**src/rtl/seqdet_pkg.sv**
```systemverilog
// Shared "101" Moore detector definitions: state encoding and pure next-state function.
package seqdet_pkg;

    // A: idle, B: seen "1", C: seen "10", D: seen "101" (hit)
    typedef enum logic [1:0] {
        ST_A = 2'd0,
        ST_B = 2'd1,
        ST_C = 2'd2,
        ST_D = 2'd3
    } det_state_t;

    function automatic det_state_t next_state(input det_state_t s, input logic b);
        case (s)
            ST_A:    next_state = b ? ST_B : ST_A;
            ST_B:    next_state = b ? ST_B : ST_C;
            ST_C:    next_state = b ? ST_D : ST_A;
            default: next_state = b ? ST_B : ST_C;
        endcase
    endfunction

endpackage

```
**src/rtl/seqdet_rr_sched_rr_arbiter.sv**
```systemverilog
// Combinational round-robin pick: first asserted req at or above ptr, wrapping modulo N.
module rr_arbiter #(
    parameter int N  = 4,
    parameter int CW = $clog2(N)
) (
    input  logic [N-1:0]  req,
    input  logic [CW-1:0] ptr,
    output logic [N-1:0]  grant,
    output logic [CW-1:0] grant_idx,
    output logic          grant_any
);

    logic [CW:0] pos;

    always_comb begin
        grant     = '0;
        grant_idx = '0;
        grant_any = 1'b0;
        pos       = '0;
        for (int k = 0; k < N; k++) begin
            // ptr < N and k < N, so a single conditional subtract is a full modulo
            pos = {1'b0, ptr} + (CW+1)'(k);
            if (pos >= (CW+1)'(N)) begin
                pos = pos - (CW+1)'(N);
            end
            if (!grant_any && req[pos[CW-1:0]]) begin
                grant_any              = 1'b1;
                grant_idx              = pos[CW-1:0];
                grant[pos[CW-1:0]]     = 1'b1;
            end
        end
    end

endmodule

```
**src/rtl/seqdet_rr_sched.sv**
```systemverilog
// Time-shares one "101" detector step among NCH serial channels with round-robin grants;
// per-channel state lives in a small register file, hits are strobed and counted.
module seqdet_rr_sched
    import seqdet_pkg::*;
#(
    parameter int NCH = 4,
    parameter int HCW = 16,
    localparam int CW = $clog2(NCH)
) (
    input  logic           clk,
    input  logic           reset,
    input  logic [NCH-1:0] req_valid,
    input  logic [NCH-1:0] req_bit,
    output logic [NCH-1:0] req_ready,
    input  logic [NCH-1:0] flush,
    output logic           hit_valid,
    output logic [CW-1:0]  hit_chan,
    output logic [HCW-1:0] hit_count
);

    det_state_t     st [NCH];
    logic [CW-1:0]  ptr;
    logic [NCH-1:0] eligible;
    logic [CW-1:0]  gidx;
    logic           gany;
    det_state_t     nxt;
    logic           hit;

    // Grants are suppressed while reset is held so no bit is consumed into cleared state
    assign eligible = reset ? '0 : (req_valid & ~flush);

    rr_arbiter #(.N(NCH), .CW(CW)) u_arb (
        .req       (eligible),
        .ptr       (ptr),
        .grant     (req_ready),
        .grant_idx (gidx),
        .grant_any (gany)
    );

    always_comb begin
        nxt = next_state(st[gidx], req_bit[gidx]);
        hit = gany && (nxt == ST_D);
    end

    always_ff @(posedge clk or posedge reset) begin
        if (reset) begin
            for (int i = 0; i < NCH; i++) begin
                st[i] <= ST_A;
            end
            ptr       <= '0;
            hit_valid <= 1'b0;
            hit_chan  <= '0;
            hit_count <= '0;
        end else begin
            for (int i = 0; i < NCH; i++) begin
                if (flush[i]) begin
                    st[i] <= ST_A;
                end
            end
            if (gany) begin
                st[gidx] <= nxt;
                ptr      <= (gidx == CW'(NCH-1)) ? '0 : gidx + CW'(1);
            end
            hit_valid <= hit;
            if (hit) begin
                hit_chan <= gidx;
                if (hit_count != '1) begin
                    hit_count <= hit_count + HCW'(1);
                end
            end
        end
    end

endmodule

```
**config.mk**
```make
export PLATFORM = sky130hd
export DESIGN_NAME = seqdet_rr_sched
export DESIGN_NICKNAME = d
export VERILOG_FILES = /design/src/rtl/seqdet_pkg.sv /design/src/rtl/seqdet_rr_sched_rr_arbiter.sv /design/src/rtl/seqdet_rr_sched.sv
export SDC_FILE = /design/constraint.sdc
export NUM_CORES = 1
export LEC_CHECK = 0
export ABC_AREA = 1
export CORE_MARGIN = 2
export CORE_UTILIZATION = 43
export DETAILED_ROUTE_END_ITERATION = 16
export PLACE_DENSITY_LB_ADDON = 0.25
export SETUP_SLACK_MARGIN = 0.15
export SLEW_MARGIN = 20
export SYNTH_ARGS = -nofsm -noshare
export SYNTH_HDL_FRONTEND = slang
export SYNTH_SLANG_ARGS = --single-unit
```
**constraint.sdc**
```tcl
create_clock -name clk -period 8.25 [get_ports clk]
set_input_delay 2.0625 -clock clk [delete_from_list [all_inputs] [get_ports clk]]
set_output_delay 2.0625 -clock clk [all_outputs]
set_load 0.01 [all_outputs]
```
==> impl_results.md, run 1 <==
* Largest area contributor in the synthesized netlist: dfrtp_1
* Outcome: finished clean
* Cts bufs inserted at 5
* Fin crit share at around 80%
* Buffers on Ports at 36
* Synth unique cells at 34
* Synthesized cell area at 2390 um^2
* # Post-CTS Setup Buffers at 0
* Placed instance area at 2780 um^2
* Routed met2 length at 2760 um
* Number of warnings printed during yosys synthesis at 0
* Pre-antenna DRT Iters at 4
* Average vias per placed instance at 5.32
* Final critical delay including setup and external delays at between 6 and 7 ns
* Clock insertion delay at the later pin of the skew report at 0.28 ns
* # DRC at 0
* Ordered cell list for the critical path: clkdlybuf4s50_1 -> inv_2 -> nand4_2 -> nand3_2 -> nand2_4 -> nand2_1 -> nor2_1 -> a311oi_1 -> o21ai_0 -> clkdlybuf4s50_1
* Cell leakage power at around 1.4 nW
* Startpoint types: input port
* TritonCTS clock tree: done
* Final Wtd Congestion at ~0.93
* Number of sinks on the clock net at 29
* Total of cells resized after clock tree synthesis at 0
* Number of global-route vias before repair at around 2100
* Hpwl dp at roughly 4200 um
* Share of final-layout standard cells stronger than drive strength 1 at a little over a tenth
* Maximum buffer depth of the clock tree at 2
* CTS H-tree depth at 2
* Type of the setup path with the least slack: in2out
* Clock transition at the register clock pins on the worst setup and hold paths after CTS at roughly 0.06 ns
* Synthesized instance count at 325
* Antenna violations before repair at 0
* Delay contributed by the slowest stage of the critical path at about 0.54 ns
* Top cells by area, synth: dfrtp_1, nand2_1, nand3_1, inv_1, nand4_1
* Met1 WL at between 2000 and 3000 um
* Worst-case headroom to the max-slew limit at 55.0%
* Endpoint kind of the worst setup timing path: output pin
* Total I/O pin count at 37
* WP data arrival at ~4.7 ns
* Std-Cell Rows at 27
* Hold Path Class: reg2reg
* Max Cap Viol at 0
* Top cell type's share of synthesized area at between 30% and 40%
* Cell with the biggest individual delay on the critical path: inv_2
* Mean Syn Cell Area at ~7.4 um^2
* Maximum fanout count along the critical path at 31
* Number of buffers added to fix hold violations after cts at 0
* Most repeated library cell on the critical path: clkdlybuf4s50_1
* Post-detailed-route count of antenna-violating nets at 0
* Cell chosen for the clock root: clkbuf_8
* Synth Net Count at between 300 and 400
* Multi-input gate area at about 1500 um^2
* Hold violation total from the final report at 0
* # diodes at 0
* First DRT Iteration DRCs at 94
* Count of pins over their slew limit at 0
* Post-route cell area at around 2900 um^2
* First-pass GRT wire length at 9800 um
* Y dimension of the die at 78.6 um
* Dominant delay contributor by cell family on the critical path: buffers and inverters
* Utilization after layout at a little over half
* Fill cells at 556
* Slew at the pin closest to its max-slew limit at ~0.67 ns
* Final worst hold slack at roughly 0.47 ns
* Initial core utilization at around 44%
* Width of the die at around 79 um
* Core Footprint at about 5400 um^2
* Total of endpoints with negative setup slack in the final report at 0
* GR Util All Layers at about a fifth
* Highest clock frequency the design can meet at about 0.15 GHz
* Overall die area at 6180 um^2
* Cell Pwr Density at between 400 and 500 nW/um^2
* Pin count of the biggest net entering global routing at 32
* Sequential area share after synthesis at a little under a third
* Buffer and inverter count on the worst path at 3
* IR drop worst, VDD at between 150 and 200 uV
* Net count, final at between 300 and 400
* Worst Clk Skew at about 0.0085 ns
* Aggregate routed wire length at approximately 5800 um
* Sequential cell area at about 730 um^2
* Flops & latches, synth at 29
* Unrepaired setup endpoints after global routing: false
* Number of vias after detailed routing at 2300
* Layout-stage area growth over the synthesis result at 19.2%
* Remaining Overflow, GRT at 0
* Top metal layer carrying routed signals: met4
* Final setup TNS at 0 ns
* Sum of met3 wire segment lengths after detailed routing at roughly 270 um
* Average wire per cell in the routed design at ~14 um
* Required time of the critical path at between 6 and 7 ns
cells in the mapped netlist, drive strengths merged:
library cell,n
inv,37
nand2,105
nand3,49
o22ai,2
ha,9
buf,7
nor4,2
xor2,7
dfrtp,29
o21ai,11
xnor2,6
nand4,22
nand3b,3
a21oi,7
a311oi,1
nor2,21
nor3,7
registers in the layout, summed over array words and instances, names as in the netlist:
name / flops
hit_valid: 1
ptr: 2
hit_count: 16
hit_chan: 2
st: 8
through the flow:
stage	total power, mW	instances	setup WS, ns
6_report	1.15	432	1.51
5_1_grt	1.26	432	1.21
4_1_cts	1.16	432	1.48
3_5_place_dp	1.04	426	1.49
3_3_place_gp	1.04	426	1.53
2_1_floorplan	0.875	325	2.71
worst reg2reg max path: stages (launching register included):
cell and delay (ns):
dfrtp_1 0.69, inv_4 0.14, ha_1 0.39, inv_1 0.13
nand3_1 0.10, nand2_2 0.16, nand4_4 0.19, nand2_4 0.19
nand2_8 0.09, nand2_1 0.07, nand3_1 0.11, nand2_4 0.14
nand2_4 0.08, nor2_8 0.24, nand2_1 0.14, nand2_1 0.10
nand2_1 0.05
report_power, final:
group          total, mW  leakage [nW]  internal (mW)  switching [mW]
clock              0.107        0.0399         0.0553          0.0518
combinational      0.831         0.921          0.265           0.566
sequential         0.210         0.392          0.174          0.0367
total               1.15          1.35          0.494           0.654
logic make-up (layout without fill, tap and decap cells):
kind of cell,count (synthesis),count (layout),synth area share (%)
AND/OR/NAND/NOR,209,209,46.4
buffers and inverters,44,79,8.57
flip-flops,29,29,30.3
AO/OA/AOI/OAI,21,21,5.28
XOR/XNOR,13,13,4.76
adder cells (fa/ha/maj),9,9,4.70
layer usage:
layer	up-vias	global-route usage, %
met3	7	3.91
met2	62	33.0
met4	0	6.84
li1	1144	-
met5	-	0
met1	1087	26.1
layout by cell type, fill, tap and decap left out, types with 2 or more instances in the layout:
cell type        netlist  final
o22ai_1                2      2
nand3b_1               3      3
nor4_1                 2      2
clkbuf_8               0      5
nand2_4                4      4
nand4_1               19     19
inv_2                  2      2
inv_1                 34     34
nor2_2                 2      2
o21ai_0               10     10
nor2_1                17     17
xnor2_1                6      6
clkdlybuf4s50_1        0     36
nand4_4                2      2
ha_1                   9      9
nand2_1               93     93
xor2_1                 7      7
dfrtp_1               29     29
a21oi_1                5      5
nand3_4                2      2
nand3_1               41     41
nand3_2                6      6
nor3_1                 7      7
nand2_2                7      7
final cells by class:
type | instances | area share, %
inverter | 37 | 4.95
multi-input combinational | 252 | 51.2
clock inverter | 1 | 0.175
tap | 72 | 3.16
sequential | 29 | 25.4
timing repair buffer | 36 | 12.6
clock buffer | 5 | 2.41
final timing paths:
check	end	slack (ns)	startpoint	depth (start not counted)
max	req_ready[0]	1.51	reset	10
max reg2reg	hit_chan[1]	5.14	ptr[0]	16
min	hit_chan[0]	0.47	hit_chan[0]	2
min in group asynchronous	st[4]	2.33	reset	2
min reg2reg	hit_chan[0]	0.47	hit_chan[0]	2
max in group asynchronous	hit_count[11]	5.48	reset	2
No activity file was read; power rests on OpenSTA's default activity.
==> inputs of run 2 (changes only) <==
==> constraint.sdc (replaced) <==
create_clock -name clk -period 5.82 [get_ports clk]
set_input_delay 1.455 -clock clk [delete_from_list [all_inputs] [get_ports clk]]
set_output_delay 1.455 -clock clk [all_outputs]
set_load 0.01 [all_outputs]
==> impl_results.md, run 2 (same netlist as run 1, synthesis figures left out) <==
* Outcome: finished clean
* Sequential cell area at 726 um^2 (unchanged)
* Clock insertion delay at the later pin of the skew report at 0.27 ns (about the same)
* Number of vias after detailed routing at 2252 (-2.1%)
* Max Cap Viol at 0 (unchanged)
* Overall die area at 6180 um^2 (unchanged)
* TritonCTS clock tree: done
* Final critical delay including setup and external delays at between 5 and 6 ns
* Net count, final at 385 (+0.26%)
* Total I/O pin count at 37 (unchanged)
* Total of cells resized after clock tree synthesis at 0 (unchanged)
* Pin count of the biggest net entering global routing at 30 (-6.3%)
* Maximum buffer depth of the clock tree at 2 (unchanged)
* Cell Pwr Density at 568 nW/um^2 (+41%)
* Antenna violations before repair at 0 (unchanged)
* Std-Cell Rows at 27 (unchanged)
* Buffers on Ports at 36 (unchanged)
* Pre-antenna DRT Iters at 4 (unchanged)
* # Post-CTS Setup Buffers at 0 (unchanged)
* Most frequent standard cell in the layout excluding fill and tap cells: nand2_1
* Final setup TNS at 0 ns (unchanged)
* Width of the die at 78.6 um (unchanged)
* Slew at the pin closest to its max-slew limit at 0.627 ns (-0.0478 ns)
* Worst-case headroom to the max-slew limit at 58.1% (+3.2 points)
* Aggregate routed wire length at 5640 um (-3.6%)
* Commonest non-fill, non-tap cells in the layout: nand2_1, nand3_1, clkdlybuf4s50_1
* Maximum fanout count along the critical path at 11 (-65%)
* Type of the setup path with the least slack: in2out
* Placed cells at 427 (+0.23%)
* Hold Path Class: reg2reg
* # DRC at 0 (unchanged)
* Register bank with the most flops: hit_count
* Average wire per cell in the routed design at 13.0 um (-4.3%)
* Startpoint types: input port
* Layout-stage area growth over the synthesis result at 19.8%
* Hold violation total from the final report at 0 (unchanged)
* Cell chosen for the clock root: clkbuf_8
* Utilization after layout at 52.7% (+0.25 points)
* Clock transition at the register clock pins on the worst setup and hold paths after CTS at 0.06 ns (about the same)
* Number of sinks on the clock net at 29 (unchanged)
* Cell leakage power at 1.36 nW (+0.33%)
* Number of global-route vias before repair at 2120 (-0.93%)
* Count of pins over their slew limit at 0 (unchanged)
* Number of buffers added to fix hold violations after cts at 0 (unchanged)
* # diodes at 0 (unchanged)
* Core Footprint at 5440 um^2 (unchanged)
* Worst Clk Skew at 0.00762 ns (-0.000866 ns)
* WP data arrival at 3.57 ns (-1.11 ns)
* First-pass GRT wire length at 9700 um (-1.1%)
* Unrepaired setup endpoints after global routing: false
* Leading registers by flop count: hit_count (16), st (8)
* CTS H-tree depth at 2 (unchanged)
* Endpoint kind of the worst setup timing path: output pin
* GR Util All Layers at 19.5% (-0.46 points)
* Post-placement setup slack at 0.805 ns (-0.687 ns)
* First DRT Iteration DRCs at 114 (+21%)
* Required time of the critical path at 4.37 ns (-1.82 ns)
* Total of endpoints with negative setup slack in the final report at 0 (unchanged)
* IR drop worst, VDD at 258 uV (+48%)
* Highest clock frequency the design can meet at roughly 0.20 GHz
* Final non-filler cell total at 435 (+0.69%)
* Setup slack after layout at 0.797 ns (-0.713 ns)
* Multi-input gate area at 1460 um^2 (unchanged)
* Fill cells at 525 (-5.6%)
* Y dimension of the die at 78.6 um (unchanged)
* Remaining Overflow, GRT at 0 (unchanged)
* Hpwl dp at 4120 um (-2.4%)
* Average vias per placed instance at 5.18 (-2.8%)
* Fin crit share at a little under nine tenths
* Cts bufs inserted at 5 (unchanged)
* Share of final-layout standard cells stronger than drive strength 1 at 10.5% (-0.087 points)
* Final Wtd Congestion at 0.892 (-3.7%)
* Number of flip-flops under the largest register name at 16 (unchanged)
* Post-detailed-route count of antenna-violating nets at 0 (unchanged)
* Initial core utilization at 44.0% (unchanged)
-- run 2: per-layer routing --
layer,GRT usage [%],part of all wire [%],vias up,wire length (um)
met5,0,0,-,0
met3,3.79,5.1,6,285
met4,5.61,1.2,0,70
met2,32.8,46,58,2610
met1,25.4,47,1039,2670
li1,-,-,1149,-
-- run 2: worst paths after layout --
check	startpoint	to	slack (ns)	depth (start not counted)
max in group asynchronous	reset	hit_chan[1]	3.80	3
min in group asynchronous	reset	hit_count[12]	1.75	3
max reg2reg	ptr[0]	hit_chan[1]	2.74	16
min reg2reg	hit_chan[1]	hit_chan[1]	0.47	2
max	reset	req_ready[0]	0.80	10
min	hit_chan[1]	hit_chan[1]	0.47	2
-- run 2: worst max-delay path: stages --
cell and delay [ns]:
clkdlybuf4s50_1 0.50, nor2_1 0.20, nand3_2 0.11, nand3_2 0.14, nand2_4 0.13, nand2_1 0.14
nor2_1 0.05, a311oi_1 0.22, o21ai_0 0.13, clkdlybuf4s50_1 0.49
-- run 2: report_power, final --
| part | switching, mW | internal [mW] |
|---|---|---|
| logic | 0.796 | 0.376 |
| registers | 0.0510 | 0.246 |
| clock network | 0.0750 | 0.0848 |
-- run 2: layout make-up --
| type | instances | area share, % |
|---|---|---|
| inverters | 37 | 4.93 |
| flip-flops and latches | 29 | 25.3 |
| multi-input cells | 252 | 51.0 |
| clock buffers | 8 | 2.79 |
| well taps | 72 | 3.14 |
| repair buffers | 37 | 12.8 |
-- run 2: through the flow --
| step | power, mW | hold WS (ns) | instance area [um^2] |
|---|---|---|---|
| global placement | 1.46 | 0.466 | 2790 |
| CTS | 1.64 | 0.477 | 2870 |
| detailed placement | 1.47 | 0.463 | 2790 |
| floorplan | 1.24 | 0.472 | 2390 |
| finish | 1.63 | 0.474 | 2870 |
| global route | 1.79 | 0.505 | 2870 |
